--- src/rtl/aes_uart_pkg.sv ---
// -----------------------------------------------------------------------------
// aes_uart_pkg
// Shared definitions for the AES cipher-text UART transmit path.
//   N_DATA_BITS          data bits per UART frame
//   N_BYTES              bytes per cipher-text block
//   BLOCK_BITS           width of one cipher-text block
//   CLKS_PER_BIT_DEFAULT clk cycles per UART bit (100 MHz / 115200)
//   tx_state_t           framing states of the byte transmitter
//   block_t              one cipher-text block
// -----------------------------------------------------------------------------
package aes_uart_pkg;

  localparam int N_DATA_BITS          = 8;
  localparam int N_BYTES              = 16;
  localparam int BLOCK_BITS           = N_BYTES * N_DATA_BITS;
  localparam int CLKS_PER_BIT_DEFAULT = 868;

  typedef enum logic [1:0] {
    IDLE  = 2'd0,
    START = 2'd1,
    DATA  = 2'd2,
    STOP  = 2'd3
  } tx_state_t;

  typedef logic [BLOCK_BITS-1:0] block_t;

endpackage

--- src/rtl/cipher_block_uart_tx_if.sv ---
// -----------------------------------------------------------------------------
// cipher_block_uart_tx_if
// Valid/ready handshake carrying one cipher-text block to the transmitter.
//   i_block        cipher-text block, byte k = i_block[8k+7:8k]
//   i_block_valid  producer has a block
//   o_block_ready  transmitter can take a block (transfer on valid && ready)
// Modports: master = block producer, slave = transmitter.
// -----------------------------------------------------------------------------
interface cipher_block_uart_tx_if #(
  parameter int BLOCK_W = aes_uart_pkg::BLOCK_BITS
) ();

  logic [BLOCK_W-1:0] i_block;
  logic               i_block_valid;
  logic               o_block_ready;

  modport master (
    output i_block,
    output i_block_valid,
    input  o_block_ready
  );

  modport slave (
    input  i_block,
    input  i_block_valid,
    output o_block_ready
  );

endinterface

--- src/rtl/uart_tx_byte.sv ---
// -----------------------------------------------------------------------------
// uart_tx_byte
// Frames one byte as UART 8N1 (start, data LSB first, stop) and counts baud.
//   clk         system clock, rising edge
//   reset       asynchronous, active-low reset
//   byte_valid  load byte_data; sampled in IDLE and in the final stop cycle,
//               so a following byte can be chained with no idle gap
//   byte_data   byte to send
//   byte_last   marks the final byte of a block; travels with the byte
//   tx          registered serial line, idles high
//   byte_done   one-cycle pulse during the final cycle of the stop bit
//   block_done  byte_done qualified by the byte_last flag of that byte
// -----------------------------------------------------------------------------
module uart_tx_byte
  import aes_uart_pkg::tx_state_t, aes_uart_pkg::IDLE, aes_uart_pkg::START,
         aes_uart_pkg::DATA, aes_uart_pkg::STOP;
#(
  parameter int CLKS_PER_BIT = 868,
  parameter int N_DATA_BITS  = 8
) (
  input  logic                   clk,
  input  logic                   reset,
  input  logic                   byte_valid,
  input  logic [N_DATA_BITS-1:0] byte_data,
  input  logic                   byte_last,
  output logic                   tx,
  output logic                   byte_done,
  output logic                   block_done
);

  localparam int CNT_W = (CLKS_PER_BIT > 1) ? $clog2(CLKS_PER_BIT) : 1;
  localparam int BIT_W = (N_DATA_BITS > 1) ? $clog2(N_DATA_BITS) : 1;

  localparam logic [CNT_W-1:0] CNT_LAST = CNT_W'(CLKS_PER_BIT - 1);
  // The done pulses are registered, so they are set one cycle ahead to land
  // exactly on the last stop-bit cycle.
  localparam logic [CNT_W-1:0] CNT_DONE = CNT_W'(CLKS_PER_BIT - 2);
  localparam logic [BIT_W-1:0] BIT_LAST = BIT_W'(N_DATA_BITS - 1);

  tx_state_t              state;
  logic [CNT_W-1:0]       baud_cnt;
  logic [BIT_W-1:0]       bit_idx;
  logic [N_DATA_BITS-1:0] data_q;
  logic                   last_q;

  // NOTE: sequential state uses non-blocking assignments only, so every
  // register samples the pre-edge value of every other register.
  always_ff @(posedge clk or negedge reset) begin
    if (!reset) begin
      state      <= IDLE;
      baud_cnt   <= '0;
      bit_idx    <= '0;
      // NOTE: the data holding register is reset as well; it is small, and a
      // known value keeps an aborted frame from leaking into the next one.
      data_q     <= '0;
      last_q     <= 1'b0;
      tx         <= 1'b1;
      byte_done  <= 1'b0;
      block_done <= 1'b0;
    end else begin
      byte_done  <= 1'b0;
      block_done <= 1'b0;
      case (state)
        IDLE: begin
          if (byte_valid) begin
            data_q   <= byte_data;
            last_q   <= byte_last;
            baud_cnt <= '0;
            tx       <= 1'b0;
            state    <= START;
          end
        end

        START: begin
          if (baud_cnt == CNT_LAST) begin
            baud_cnt <= '0;
            bit_idx  <= '0;
            tx       <= data_q[0];
            state    <= DATA;
          end else begin
            baud_cnt <= baud_cnt + CNT_W'(1);
          end
        end

        DATA: begin
          if (baud_cnt == CNT_LAST) begin
            baud_cnt <= '0;
            if (bit_idx == BIT_LAST) begin
              tx    <= 1'b1;
              state <= STOP;
            end else begin
              // The current bit always sits in data_q[0]; shift to expose the next.
              bit_idx <= bit_idx + BIT_W'(1);
              data_q  <= data_q >> 1;
              tx      <= data_q[1];
            end
          end else begin
            baud_cnt <= baud_cnt + CNT_W'(1);
          end
        end

        STOP: begin
          if (baud_cnt == CNT_DONE) begin
            byte_done  <= 1'b1;
            block_done <= last_q;
          end
          if (baud_cnt == CNT_LAST) begin
            baud_cnt <= '0;
            if (byte_valid) begin
              data_q <= byte_data;
              last_q <= byte_last;
              tx     <= 1'b0;
              state  <= START;
            end else begin
              state <= IDLE;
            end
          end else begin
            baud_cnt <= baud_cnt + CNT_W'(1);
          end
        end

        default: state <= IDLE;
      endcase
    end
  end

endmodule

--- src/rtl/cipher_block_uart_tx.sv ---
// -----------------------------------------------------------------------------
// cipher_block_uart_tx
// Accepts one cipher-text block over a valid/ready handshake, latches it and
// sends it as N_BYTES back-to-back UART 8N1 frames, byte 0 first.
//   clk           system clock, rising edge
//   reset         asynchronous, active-low reset
//   blk           block handshake (slave side): i_block, i_block_valid,
//                 o_block_ready (registered, high only while idle)
//   o_uart_tx     serial line, idles high, returns high at once on reset
//   o_busy        high from acceptance until the final stop bit ends
//   o_byte_done   one-cycle pulse at the end of each byte's stop bit
//   o_block_done  one-cycle pulse coincident with the final o_byte_done
// -----------------------------------------------------------------------------
module cipher_block_uart_tx
  import aes_uart_pkg::CLKS_PER_BIT_DEFAULT;
#(
  parameter int CLKS_PER_BIT = CLKS_PER_BIT_DEFAULT,
  parameter int N_DATA_BITS  = aes_uart_pkg::N_DATA_BITS,
  parameter int N_BYTES      = aes_uart_pkg::N_BYTES
) (
  input  logic                   clk,
  input  logic                   reset,
  cipher_block_uart_tx_if.slave  blk,
  output logic                   o_uart_tx,
  output logic                   o_busy,
  output logic                   o_byte_done,
  output logic                   o_block_done
);

  localparam int BLOCK_W = N_BYTES * N_DATA_BITS;
  localparam int IDX_W   = (N_BYTES > 1) ? $clog2(N_BYTES) : 1;

  logic [BLOCK_W-1:0]     shift_buf;
  logic [IDX_W-1:0]       byte_idx;
  logic                   accept;
  logic                   chain;
  logic                   byte_valid;
  logic                   byte_last;
  logic [N_DATA_BITS-1:0] byte_data;

  // A new block's first byte goes straight from i_block into the framer so
  // the start bit appears the cycle after the accepting edge.
  assign accept = blk.o_block_ready && blk.i_block_valid;

  // The framer's byte_done marks its final stop cycle, which is exactly when
  // it can take the next byte without an idle gap.
  assign chain = o_busy && o_byte_done && !o_block_done;

  assign byte_valid = accept || chain;
  assign byte_data  = accept ? blk.i_block[N_DATA_BITS-1:0]
                             : shift_buf[2*N_DATA_BITS-1:N_DATA_BITS];
  assign byte_last  = accept ? (N_BYTES == 1)
                             : (byte_idx == IDX_W'(N_BYTES - 2));

  // o_busy doubles as the block-level state: low = IDLE, high = sending.
  always_ff @(posedge clk or negedge reset) begin
    if (!reset) begin
      blk.o_block_ready <= 1'b0;
      o_busy            <= 1'b0;
      shift_buf         <= '0;
      byte_idx          <= '0;
    end else if (accept) begin
      blk.o_block_ready <= 1'b0;
      o_busy            <= 1'b1;
      shift_buf         <= blk.i_block;
      byte_idx          <= '0;
    end else if (chain) begin
      // Keep the byte on the line in the low slot; the next one sits above it.
      shift_buf <= shift_buf >> N_DATA_BITS;
      byte_idx  <= byte_idx + IDX_W'(1);
    end else if (o_busy && o_block_done) begin
      o_busy            <= 1'b0;
      blk.o_block_ready <= 1'b1;
    end else if (!o_busy) begin
      blk.o_block_ready <= 1'b1;
    end
  end

  uart_tx_byte #(
    .CLKS_PER_BIT (CLKS_PER_BIT),
    .N_DATA_BITS  (N_DATA_BITS)
  ) u_tx_byte (
    .clk        (clk),
    .reset      (reset),
    .byte_valid (byte_valid),
    .byte_data  (byte_data),
    .byte_last  (byte_last),
    .tx         (o_uart_tx),
    .byte_done  (o_byte_done),
    .block_done (o_block_done)
  );

endmodule

--- src/flat_wrapper.sv ---
// flat-port wrapper written by rule: the top's interface ports become plain ports
module cipher_block_uart_tx_flat import aes_uart_pkg::CLKS_PER_BIT_DEFAULT;
#(
  parameter int CLKS_PER_BIT = CLKS_PER_BIT_DEFAULT,
  parameter int N_DATA_BITS  = aes_uart_pkg::N_DATA_BITS,
  parameter int N_BYTES      = aes_uart_pkg::N_BYTES
)
  (clk, reset, o_uart_tx, o_busy, o_byte_done, o_block_done, blk_i_block, blk_i_block_valid, blk_o_block_ready);
  cipher_block_uart_tx_if blk_i ();
  input  logic clk;
  input  logic reset;
  output logic o_uart_tx;
  output logic o_busy;
  output logic o_byte_done;
  output logic o_block_done;
  input wire logic [$bits(blk_i.i_block)-1:0] blk_i_block;
  input wire logic [$bits(blk_i.i_block_valid)-1:0] blk_i_block_valid;
  output wire logic [$bits(blk_i.o_block_ready)-1:0] blk_o_block_ready;
  assign blk_i.i_block = blk_i_block;
  assign blk_i.i_block_valid = blk_i_block_valid;
  assign blk_o_block_ready = blk_i.o_block_ready;
  cipher_block_uart_tx #(.CLKS_PER_BIT(CLKS_PER_BIT), .N_DATA_BITS(N_DATA_BITS), .N_BYTES(N_BYTES)) u_core (.clk(clk), .reset(reset), .blk(blk_i), .o_uart_tx(o_uart_tx), .o_busy(o_busy), .o_byte_done(o_byte_done), .o_block_done(o_block_done));
endmodule
--- config.mk ---
export PLATFORM = sky130hd
export DESIGN_NAME = cipher_block_uart_tx_flat
export DESIGN_NICKNAME = d
export VERILOG_FILES = /design/src/rtl/aes_uart_pkg.sv /design/src/rtl/cipher_block_uart_tx_if.sv /design/src/rtl/uart_tx_byte.sv /design/src/rtl/cipher_block_uart_tx.sv /design/src/flat_wrapper.sv
export SDC_FILE = /design/constraint.sdc
export NUM_CORES = 1
export LEC_CHECK = 0
export CORE_MARGIN = 5
export CORE_UTILIZATION = 58
export CTS_BUF_LIST = sky130_fd_sc_hd__clkbuf_4 sky130_fd_sc_hd__clkbuf_8
export DETAILED_ROUTE_END_ITERATION = 8
export PLACE_DENSITY = 0.86
export RECOVER_POWER = 25
export SLEW_MARGIN = 40
export SYNTH_ARGS = -nofsm -noshare
export SYNTH_HDL_FRONTEND = slang
export SYNTH_HIERARCHICAL = 1
export SYNTH_SLANG_ARGS = --single-unit
--- constraint.sdc ---
create_clock -name clk -period 4 [get_ports clk]
set_input_delay 0.8 -clock clk [delete_from_list [all_inputs] [get_ports clk]]
set_output_delay 0.8 -clock clk [all_outputs]
set_load 0.05 [all_outputs]
======== Yosys cells after proc, flatten, opt, wreduce, memory -nomap -nowiden ========
Index checks and enable logic that the tools add are counted.
storage, ports and cells
  logic and storage cells ................. 95
  output and inout bits ................... 5
  register bits ........................... 161
operators by class
  $add $sub $neg .......................... 3
  reduce and logical (&&, ||, !) cells .... 20
  multiplexer cells ....................... 45
  equal/unequal tests ..................... 15
operators with widths
  operator                                        number
  two-way mux 128 bit                             2
  two-way mux 8 bit                               5
  case mux 8 bit (3 select lines)                 1
  == test 10 bit (second input constant)          2
  two-way mux 1 bit                               20
  two-way mux 10 bit                              2
  case mux 10 bit (2 select lines)                1
  adder 10 x 1 -> 10 bit (second input constant)  1
  two-way mux 2 bit                               5
  != test 2 bit (second input constant)           5
  two-way mux 3 bit                               3
  two-way mux 4 bit                               2
  case mux 2 bit (4 select lines)                 1
  AND reduction 4 bit                             2
  nonzero test 2 bit                              4
  case mux 3 bit (2 select lines)                 1
  AND reduction 2 bit                             3
  AND reduction 5 bit                             1
  adder 4 x 1 -> 4 bit (second input constant)    1
  == test 2 bit (second input constant)           2
  == test 4 bit (second input constant)           1
  logical AND 1 bit                               4
  != test 2 x 1 -> 1 bit (second input constant)  2
  case mux 1 bit (4 select lines)                 1
  other kinds (11)                                11

======== Logic depth before layout (Yosys ltp) ========
Gate-level depths: netlist of run 1.
  depth after elaboration ................. 6
  mapped depth ............................ 9

======== Cells and area by module ========
Netlist of run 1, hierarchy kept.
by module, submodules not included
  module                area an instance (sq um)  cells an instance  sequential area each (sq um)  instances
  cipher_block_uart_tx  6293.5                    699                3153.0                        1
  uart_tx_byte          1545.2                    137                676.9                         1

======== Worst setup path before layout of run 1 ========
Ideal clock, no wire load.
  path kind ............................... input -> register
  start ................................... in blk_i_block_valid
  end ..................................... reg u_core.u_tx_byte.data_q[0]
  path slack .............................. 1.627 ns
  data arrival time ....................... 2.249 ns
  cell stages on the path ................. 7
  path buffers ............................ 2
  cells stage by stage .................... nand2_1 > buf_2 > clkbuf_1 > nand2_1 > nand2b_1 > a221oi_4 > mux2_2
between the ends
  word-level cells in the longest chain between the ends .. 5
  elaborated cells between the ends (all ways) .. 6
RTL lines
  element                            RTL line                                 source
  from (decl)                        flat_wrapper.sv:17                       input wire logic [$bits(blk_i.i_block_valid)-1:0] blk_i_block_valid;
  logical AND 1 bit *                cipher_block_uart_tx.sv:43               assign accept = blk.o_block_ready && blk.i_block_valid;
  logical OR 1 bit *                 cipher_block_uart_tx.sv:49               assign byte_valid = accept || chain;
  net u_core.byte_valid              cipher_block_uart_tx.sv:37               logic byte_valid;
  two-way mux 8 bit *                uart_tx_byte.sv:65, uart_tx_byte.sv:109
  two-way mux 8 bit                  uart_tx_byte.sv:107                      if (baud_cnt == CNT_LAST) begin
  case mux 8 bit (3 select lines) *  uart_tx_byte.sv:63                       case (state)
  to (signal assigned)               uart_tx_byte.sv:66                       data_q <= byte_data;
  to (signal assigned)               uart_tx_byte.sv:94                       data_q <= data_q >> 1;
  to (signal assigned)               uart_tx_byte.sv:110                      data_q <= byte_data;
  to (decl)                          uart_tx_byte.sv:43                       logic [N_DATA_BITS-1:0] data_q;
The timed path passes the listed nets; every way through them passes the cells marked *. The select of a mux whose other input is x is not followed.
A chain may end at the register's enable or synchronous reset.

======== Worst setup path in the final report of run 1 ========
  start ................................... reg u_core.u_tx_byte.tx
  end ..................................... out o_uart_tx
RTL lines
  element                 RTL line            source
  from (decl)             uart_tx_byte.sv:26  output logic tx,
  from (signal assigned)  uart_tx_byte.sv:78  tx <= data_q[0];
  from (signal assigned)  uart_tx_byte.sv:95  tx <= data_q[1];
  to (decl)               flat_wrapper.sv:12  output logic o_uart_tx;
No word-level cell between the ends.

==> run_summary.xml, run 1 <==
<?xml version="1.0" encoding="UTF-8"?>
<metrics>
  <group name="grt">
    <metric name="grtUsageTotal" unit="%">22.7</metric>
    <metric name="grt_first_pass_wirelength" unit="um">29600</metric>
    <metric name="antenna_violations_before_repair" unit="">0</metric>
    <metric name="via_count_of_the_first_global_routing_pass" unit="">6240</metric>
    <metric name="grt_overflow" unit="">0</metric>
    <metric name="grt_start_max_net_pins" unit="">94</metric>
  </group>
  <group name="setup_path">
    <metric name="worstPathBufferInverterCount" unit="">1</metric>
    <metric name="critPathMaxFanout" unit="">2</metric>
    <metric name="timing.critical_path.from_type" unit="">register</metric>
    <metric name="path_class" unit="">reg2out</metric>
    <metric name="critical-path-max-stage-delay" unit="ps">790</metric>
    <metric name="worstPathArrival" unit="ps">1780</metric>
    <metric name="path_cells" unit="">clkdlybuf4s50_1</metric>
    <metric name="endpoint_kind" unit="">primary output</metric>
    <metric name="worst_ep_required_time" unit="ps">3200</metric>
    <metric name="slowest_stage" unit="">clkdlybuf4s50_1</metric>
    <metric name="critical-path-top-delay-family" unit="">buffers and inverters</metric>
  </group>
  <group name="power_and_ir_drop">
    <metric name="p_per_area" unit="nW/um^2">409</metric>
    <metric name="total_leakage_power" unit="nW">4.14</metric>
    <metric name="power.switching" unit="mW">1.10</metric>
    <metric name="intPower" unit="mW">2.77</metric>
    <metric name="combinationalPowerShare" unit="%">18.6</metric>
    <metric name="peakVddDrop" unit="uV">267</metric>
    <metric name="netSwitchingFraction" unit="%">28.4</metric>
    <metric name="post_layout_total_power" unit="mW">3.87</metric>
    <metric name="power.share.sequential" unit="%">54.0</metric>
    <metric name="p_clk_share" unit="%">27.4</metric>
  </group>
  <group name="floorplan">
    <metric name="io_pins" unit="">136</metric>
    <metric name="die_area" unit="um^2">15900</metric>
    <metric name="start_util" unit="%">59.2</metric>
    <metric name="core-area" unit="um^2">13200</metric>
    <metric name="fp.dieH" unit="um">126</metric>
    <metric name="floorplan.rows" unit="">42</metric>
    <metric name="die_w" unit="um">126</metric>
  </group>
  <group name="routing">
    <metric name="via_per_inst" unit="">5.49</metric>
    <metric name="drt-total-wl" unit="um">17800</metric>
    <metric name="routedWlPerCell" unit="um">15.8</metric>
    <metric name="detail_route.first_pass.iterations" unit="">5</metric>
    <metric name="dr_total_vias" unit="">6199</metric>
    <metric name="postRouteAntennaNets" unit="">0</metric>
    <metric name="drt_drc_violations_left" unit="">0</metric>
    <metric name="detailedRoute.firstIterationViolations" unit="">444</metric>
  </group>
  <group name="clock_network">
    <metric name="cts_setup_buffers" unit="">0</metric>
    <metric name="cts_resized" unit="">0</metric>
    <metric name="cts_buffers" unit="">17</metric>
    <metric name="cts.htree.levels" unit="">4</metric>
    <metric name="post_cts_hold_fix_bufs" unit="">0</metric>
    <metric name="clock_tree.root_cell" unit="">clkbuf_8</metric>
    <metric name="ctsLongestPathBuffers" unit="">2</metric>
    <metric name="clk_latency" unit="ps">460</metric>
    <metric name="clkSlewWorstSetupHoldPaths" unit="ps">70</metric>
    <metric name="clock_sinks" unit="">153</metric>
    <metric name="cts_tree" unit="">built</metric>
  </group>
  <group name="synth">
    <metric name="post-synth-top-area-fraction" unit="%">48.5</metric>
    <metric name="netlist_top_cells_count" unit="">nand2_1, dfrtp_1, a21oi_2, nor2_1, a21oi_1</metric>
    <metric name="ys_seq_elements" unit="">153</metric>
    <metric name="yosysWarningCount" unit="">6</metric>
    <metric name="yosys.cell_count.top_type" unit="">nand2_1</metric>
    <metric name="syn_area" unit="um^2">7840</metric>
    <metric name="synth-seq-area-share" unit="%">48.9</metric>
    <metric name="synth_area_leaders" unit="">dfrtp_1, a21oi_2, nand2_1</metric>
    <metric name="postSynth.topFlopCell" unit="">dfrtp_1</metric>
    <metric name="ys_async_sr_fraction" unit="%">100</metric>
    <metric name="synth_instances" unit="">836</metric>
    <metric name="synth_edf_count" unit="">0</metric>
    <metric name="yosysUniqueCellTypes" unit="">46</metric>
    <metric name="synthesis.area_per_instance" unit="um^2">9.38</metric>
    <metric name="synth.largest_area_cell" unit="">dfrtp_1</metric>
    <metric name="synthesis.nets" unit="">979</metric>
  </group>
  <group name="sta">
    <metric name="slew_at_the_pin_with_the_worst_max_slew_slack" unit="ps">2290</metric>
    <metric name="peak_clock_frequency_supported_by_timing" unit="MHz">388</metric>
    <metric name="slew_viol_final" unit="">94</metric>
    <metric name="setup-violations-final" unit="">0</metric>
    <metric name="unrepaired_setup_endpoints_after_global_routing" unit="">false</metric>
    <metric name="report.final.hold_viol_count" unit="">0</metric>
    <metric name="setup_tns" unit="ps">0</metric>
    <metric name="final_cycle_share" unit="%">64.4</metric>
    <metric name="worst_skew" unit="ps">7.08</metric>
    <metric name="slew-limit-headroom" unit="%">-52.9</metric>
    <metric name="final_critical_delay_including_setup_and_external_delays" unit="ps">2580</metric>
  </group>
  <group name="placed_design">
    <metric name="hpwlAfterDp" unit="um">11800</metric>
    <metric name="placement.io_buffers" unit="">135</metric>
    <metric name="gpl.final_weighted_congestion" unit="">0.811</metric>
  </group>
  <group name="finish">
    <metric name="share_of_post_route_cells_with_drive_strength_above_1" unit="%">20.0</metric>
    <metric name="final-seq-area" unit="um^2">3830</metric>
    <metric name="filler_cell_count" unit="">1032</metric>
    <metric name="num_antenna_cells" unit="">0</metric>
    <metric name="syn2layout_area_growth" unit="%">20.7</metric>
    <metric name="multiInputGateArea" unit="um^2">3590</metric>
    <metric name="final_nets" unit="">1085</metric>
  </group>
  <group name="min_path">
    <metric name="holdCritPathClass" unit="">reg2reg</metric>
  </group>
  <group name="run_status">
    <metric name="violations" unit="">capacitance limit, slew limit</metric>
    <metric name="run_status" unit="">finished, violations left</metric>
  </group>
  <group name="job">
    <metric name="max_cap_violations" unit="">1</metric>
  </group>
</metrics>
[area by class of cell]
type	count	share of cell area [%]
clock buffer	27	3.53
clock inverter	3	0.159
inverter	5	0.198
multi-input combinational	619	38.0
sequential	153	40.5
tap	176	2.33
timing repair buffer	146	15.4
[state kept, by name (all words and copies together), names as in the netlist]
register and cells:
u_core/u_tx_byte/state 2, u_core/u_tx_byte/data_q 8, u_core/byte_idx 4, u_core/u_tx_byte/tx 1, u_core/u_tx_byte/baud_cnt 10, u_core/u_tx_byte/block_done 1, u_core/u_tx_byte/last_q 1, u_core/o_busy 1
u_core/u_tx_byte/byte_done 1, u_core/shift_buf 120, u_core/blk.o_block_ready 1, u_core/u_tx_byte/bit_idx 3
[through the flow]
stage	std cells	setup WS (ps)	utilization, %	cell area, um^2	hold slack [ps]
floorplan	836	1630	-	7840	447
global placement	1099	1060	68.9	9120	457
detailed placement	1099	998	68.9	9120	463
CTS	1129	1390	71.5	9470	439
global route	1129	1100	71.5	9460	528
finish	1129	1420	71.5	9460	480
[worst paths after layout]
kind                                            from                     endpoint  slack, ps  cells past startpoint
max in group asynchronous                      reset         u_core/shift_buf[34]       1560                      2
hold reg to reg              u_core/u_tx_byte/last_q  u_core/u_tx_byte/block_done        480                      1
min in group asynchronous                      reset         u_core/shift_buf[84]       1020                      1
setup / recovery                 u_core/u_tx_byte/tx                    o_uart_tx       1420                      1
hold / removal               u_core/u_tx_byte/last_q  u_core/u_tx_byte/block_done        480                      1
setup reg to reg           u_core/u_tx_byte/state[0]   u_core/u_tx_byte/data_q[4]       1570                      5
[cell families after synthesis]
group / Yosys count / synth area share (%)
and+or+nand+nor: 334 / 17.8
adders and majority gates: 12 / 1.92
muxes: 18 / 2.59
buffers and inverters: 64 / 5.49
xor gates and xnor gates: 8 / 0.894
DFF: 153 / 48.9
AOI/OAI and AO/OA: 247 / 22.5
[layout by cell type (no fill, tap or decap), types with 2 or more instances in the layout]
cell / instances
nand2_1: 168
dfrtp_1: 152
clkdlybuf4s50_1: 134
a21oi_2: 120
nor2_1: 119
a21oi_1: 94
clkbuf_8: 21
mux2_2: 18
o21ai_0: 14
nand3_1: 12
ha_1: 12
buf_4: 9
nand2b_1: 7
o211ai_1: 7
clkbuf_4: 6
inv_1: 5
xnor2_1: 5
clkinv_2: 3
or3_1: 3
nor3_1: 3
nor2b_1: 3
nand4_1: 3
nor4_1: 3
a22o_1: 3
xor2_1: 3
buf_12: 2
[per-layer routing]
metal  share of wire (%)  routed length (um)  GRT usage [%]
met1                  43                7680           30.1
met2                  49                8730           35.8
met3                 6.0                1060           6.05
met4                 1.8                 314           9.21
met5                   0                   0              0
[worst register-to-register path: stages, from the launching register on]
cell	delay [ps]
dfrtp_1	420
inv_1	160
ha_1	580
nand2b_1	240
a221oi_4	510
mux2_2	400
[power by group through the flow]
| stage | logic, mW | clock network [mW] | registers, mW |
|---|---|---|---|
| after floorplan | 0.480 | 0 | 2.06 |
| after global placement | 0.701 | 0 | 2.10 |
| after detailed placement | 0.728 | 0 | 2.11 |
| after CTS | 0.730 | 1.09 | 2.08 |
| after global routing | 0.814 | 1.16 | 2.12 |
| final | 0.720 | 1.06 | 2.09 |
Note: power is estimated with default switching activity, not from simulation.
==> run 2: changes to the inputs <==
--- a/config.mk
+++ b/config.mk
@@ -6,10 +6,10 @@
 export NUM_CORES = 1
 export LEC_CHECK = 0
 export CORE_MARGIN = 5
-export CORE_UTILIZATION = 58
+export CORE_UTILIZATION = 50
 export CTS_BUF_LIST = sky130_fd_sc_hd__clkbuf_4 sky130_fd_sc_hd__clkbuf_8
 export DETAILED_ROUTE_END_ITERATION = 8
-export PLACE_DENSITY = 0.86
+export PLACE_DENSITY = 0.79
 export RECOVER_POWER = 25
 export SLEW_MARGIN = 40
 export SYNTH_ARGS = -nofsm -noshare
==> constraint.sdc (replaced) <==
create_clock -name clk -period 2.25 [get_ports clk]
set_input_delay 0.45 -clock clk [delete_from_list [all_inputs] [get_ports clk]]
set_output_delay 0.45 -clock clk [all_outputs]
set_load 0.05 [all_outputs]
==> run 2 against run 1 <==
  * The flow now finishes without violations
  * Largest cell class unchanged
  * Routed wire length is 0.14% higher
  * Worst setup slack worse by 1300 ps
  * First-iteration DRC count rose by 4.7%
  * Register-to-register slack worse by 1400 ps
  * Largest power group unchanged
  * Critical endpoint is now blk_o_block_ready
  * Global-route usage down 2.9 points
  * Clock power increased by 130%
  * Combinational power grew 79%
==> run_summary.xml, run 2 (synthesis gave the netlist of run 1 again) <==
<?xml version="1.0" encoding="UTF-8"?>
<metrics>
  <group name="floorplan">
    <metric name="fp.dieH" unit="um">135</metric>
    <metric name="core-area" unit="um^2">15300</metric>
    <metric name="die_area" unit="um^2">18300</metric>
    <metric name="floorplan.rows" unit="">45</metric>
    <metric name="die_w" unit="um">135</metric>
    <metric name="io_pins" unit="">136</metric>
    <metric name="start_util" unit="%">51.2</metric>
  </group>
  <group name="finish">
    <metric name="multiInputGateArea" unit="um^2">3590</metric>
    <metric name="mostFrequentLayoutCell" unit="">nand2_1</metric>
    <metric name="final-seq-area" unit="um^2">3830</metric>
    <metric name="layout_common_cells" unit="">nand2_1, dfrtp_1, clkdlybuf4s50_1</metric>
    <metric name="core_occupancy_in_the_finished_layout" unit="%">64.1</metric>
    <metric name="share_of_post_route_cells_with_drive_strength_above_1" unit="%">21.5</metric>
    <metric name="top_register" unit="">u_core/shift_buf</metric>
    <metric name="layoutNonFillerInstCount" unit="">1180</metric>
    <metric name="filler_cell_count" unit="">1277</metric>
    <metric name="largest_register_ff_count" unit="">120</metric>
    <metric name="layout_top_registers" unit="">u_core/shift_buf (120), u_core/u_tx_byte/baud_cnt (10), u_core/u_tx_byte/data_q (8)</metric>
    <metric name="syn2layout_area_growth" unit="%">25.2</metric>
    <metric name="final_nets" unit="">1099</metric>
    <metric name="num_antenna_cells" unit="">0</metric>
  </group>
  <group name="sta">
    <metric name="slew_viol_final" unit="">0</metric>
    <metric name="slew_at_the_pin_with_the_worst_max_slew_slack" unit="ps">1250</metric>
    <metric name="setup_tns" unit="ps">0</metric>
    <metric name="setup-violations-final" unit="">0</metric>
    <metric name="final_cycle_share" unit="%">94.5</metric>
    <metric name="slew-limit-headroom" unit="%">17.0</metric>
    <metric name="worst_skew" unit="ps">15.0</metric>
    <metric name="unrepaired_setup_endpoints_after_global_routing" unit="">false</metric>
    <metric name="report.final.hold_viol_count" unit="">0</metric>
    <metric name="post-route-worst-setup-slack" unit="ps">124</metric>
    <metric name="final_critical_delay_including_setup_and_external_delays" unit="ps">2130</metric>
    <metric name="peak_clock_frequency_supported_by_timing" unit="MHz">470</metric>
  </group>
  <group name="placed_design">
    <metric name="placed_cell_count" unit="">1146</metric>
    <metric name="hpwlAfterDp" unit="um">11900</metric>
    <metric name="gpl.final_weighted_congestion" unit="">0.828</metric>
    <metric name="placement.io_buffers" unit="">135</metric>
    <metric name="placement.setup.worst_slack" unit="ps">50.5</metric>
  </group>
  <group name="grt">
    <metric name="grt_first_pass_wirelength" unit="um">29600</metric>
    <metric name="grt_start_max_net_pins" unit="">127</metric>
    <metric name="grt_overflow" unit="">0</metric>
    <metric name="via_count_of_the_first_global_routing_pass" unit="">6218</metric>
    <metric name="grtUsageTotal" unit="%">19.8</metric>
    <metric name="antenna_violations_before_repair" unit="">0</metric>
  </group>
  <group name="setup_path">
    <metric name="worstPathArrival" unit="ps">1680</metric>
    <metric name="worst_ep_required_time" unit="ps">1800</metric>
    <metric name="path_cells" unit="">clkdlybuf4s50_1</metric>
    <metric name="endpoint_kind" unit="">primary output</metric>
    <metric name="timing.critical_path.from_type" unit="">register</metric>
    <metric name="path_class" unit="">reg2out</metric>
    <metric name="slowest_stage" unit="">clkdlybuf4s50_1</metric>
    <metric name="critPathMaxFanout" unit="">4</metric>
    <metric name="critical-path-max-stage-delay" unit="ps">810</metric>
    <metric name="critical-path-top-delay-family" unit="">buffers and inverters</metric>
    <metric name="worstPathBufferInverterCount" unit="">1</metric>
  </group>
  <group name="routing">
    <metric name="postRouteAntennaNets" unit="">0</metric>
    <metric name="drt_drc_violations_left" unit="">0</metric>
    <metric name="via_per_inst" unit="">5.26</metric>
    <metric name="dr_total_vias" unit="">6203</metric>
    <metric name="detail_route.first_pass.iterations" unit="">5</metric>
    <metric name="drt-total-wl" unit="um">17800</metric>
    <metric name="routedWlPerCell" unit="um">15.1</metric>
    <metric name="detailedRoute.firstIterationViolations" unit="">465</metric>
  </group>
  <group name="clock_network">
    <metric name="cts_buffers" unit="">17</metric>
    <metric name="clock_tree.root_cell" unit="">clkbuf_8</metric>
    <metric name="clk_latency" unit="ps">450</metric>
    <metric name="clkSlewWorstSetupHoldPaths" unit="ps">90</metric>
    <metric name="clock_sinks" unit="">153</metric>
    <metric name="ctsLongestPathBuffers" unit="">2</metric>
    <metric name="cts_tree" unit="">built</metric>
    <metric name="cts.htree.levels" unit="">4</metric>
  </group>
  <group name="min_path">
    <metric name="holdCritPathClass" unit="">reg2reg</metric>
  </group>
  <group name="power_and_ir_drop">
    <metric name="p_per_area" unit="nW/um^2">753</metric>
    <metric name="peakVddDrop" unit="uV">528</metric>
    <metric name="total_leakage_power" unit="nW">4.28</metric>
    <metric name="post_layout_total_power" unit="mW">7.39</metric>
  </group>
  <group name="run_status">
    <metric name="run_status" unit="">finished, final reports clean</metric>
  </group>
  <group name="job">
    <metric name="max_cap_violations" unit="">0</metric>
  </group>
</metrics>
[run 2: per-stage QoR]
| step | hold WS, ps | instance area (um^2) |
|---|---|---|
| after floorplan | 154 | 7840 |
| after global placement | 418 | 9330 |
| after detailed placement | 415 | 9330 |
| after CTS | 505 | 9800 |
| after global routing | 525 | 9810 |
| final | 507 | 9810 |
[run 2: worst paths after layout]
check / cells past startpoint / to / slack [ps] / startpoint
max reg2reg: 6 / u_core/u_tx_byte/data_q[1] / 130 / u_core/u_tx_byte/state[0]
min in group asynchronous: 2 / u_core/shift_buf[73] / 800 / reset
min: 1 / u_core/u_tx_byte/block_done / 510 / u_core/u_tx_byte/last_q
min reg2reg: 1 / u_core/u_tx_byte/block_done / 510 / u_core/u_tx_byte/last_q
max in group asynchronous: 3 / u_core/u_tx_byte/tx / 450 / reset
max: 1 / blk_o_block_ready / 120 / u_core/blk.o_block_ready
[run 2: worst reg2reg max path, cell delays in order, from the launching register on]
cell	delay, ps
dfrtp_1	410
inv_1	130
ha_1	310
or2_2	350
a221oi_4	320
buf_12	160
mux2_2	330
[run 2: what timing repair did]
action / CTS / global route
hold buffers: 1 / 0
pin swaps: 0 / 1
hold endpoints to repair: 44 / 0
resized for setup: 1 / 0
setup buffers: 0 / 1
endpoints found under the setup margin: 1 / 8
[run 2: routing by layer]
layer	vias up	GRT usage (%)	routed length, um
met5	-	0	0
met4	0	5.43	218
met3	17	5.13	1090
met2	171	32.2	8670
met1	2963	26.5	7840
li1	3052	-	-
[run 2: final cells by class]
cell class / instances / area share, %
Clock buffer: 20 / 2.68
Clock inverter: 12 / 2.02
Inverter: 5 / 0.191
Multi-Input combinational cell: 619 / 36.6
Sequential cell: 153 / 39.1
Tap cell: 211 / 2.69
Timing Repair Buffer: 160 / 16.7
[run 2: power by group]
part | total (mW) | internal [mW] | leakage [nW] | switching (mW)
logic | 1.29 | 0.669 | 2.31 | 0.625
clock network | 2.39 | 1.37 | 0.230 | 1.02
registers | 3.70 | 3.33 | 1.73 | 0.366
total | 7.39 | 5.37 | 4.28 | 2.01
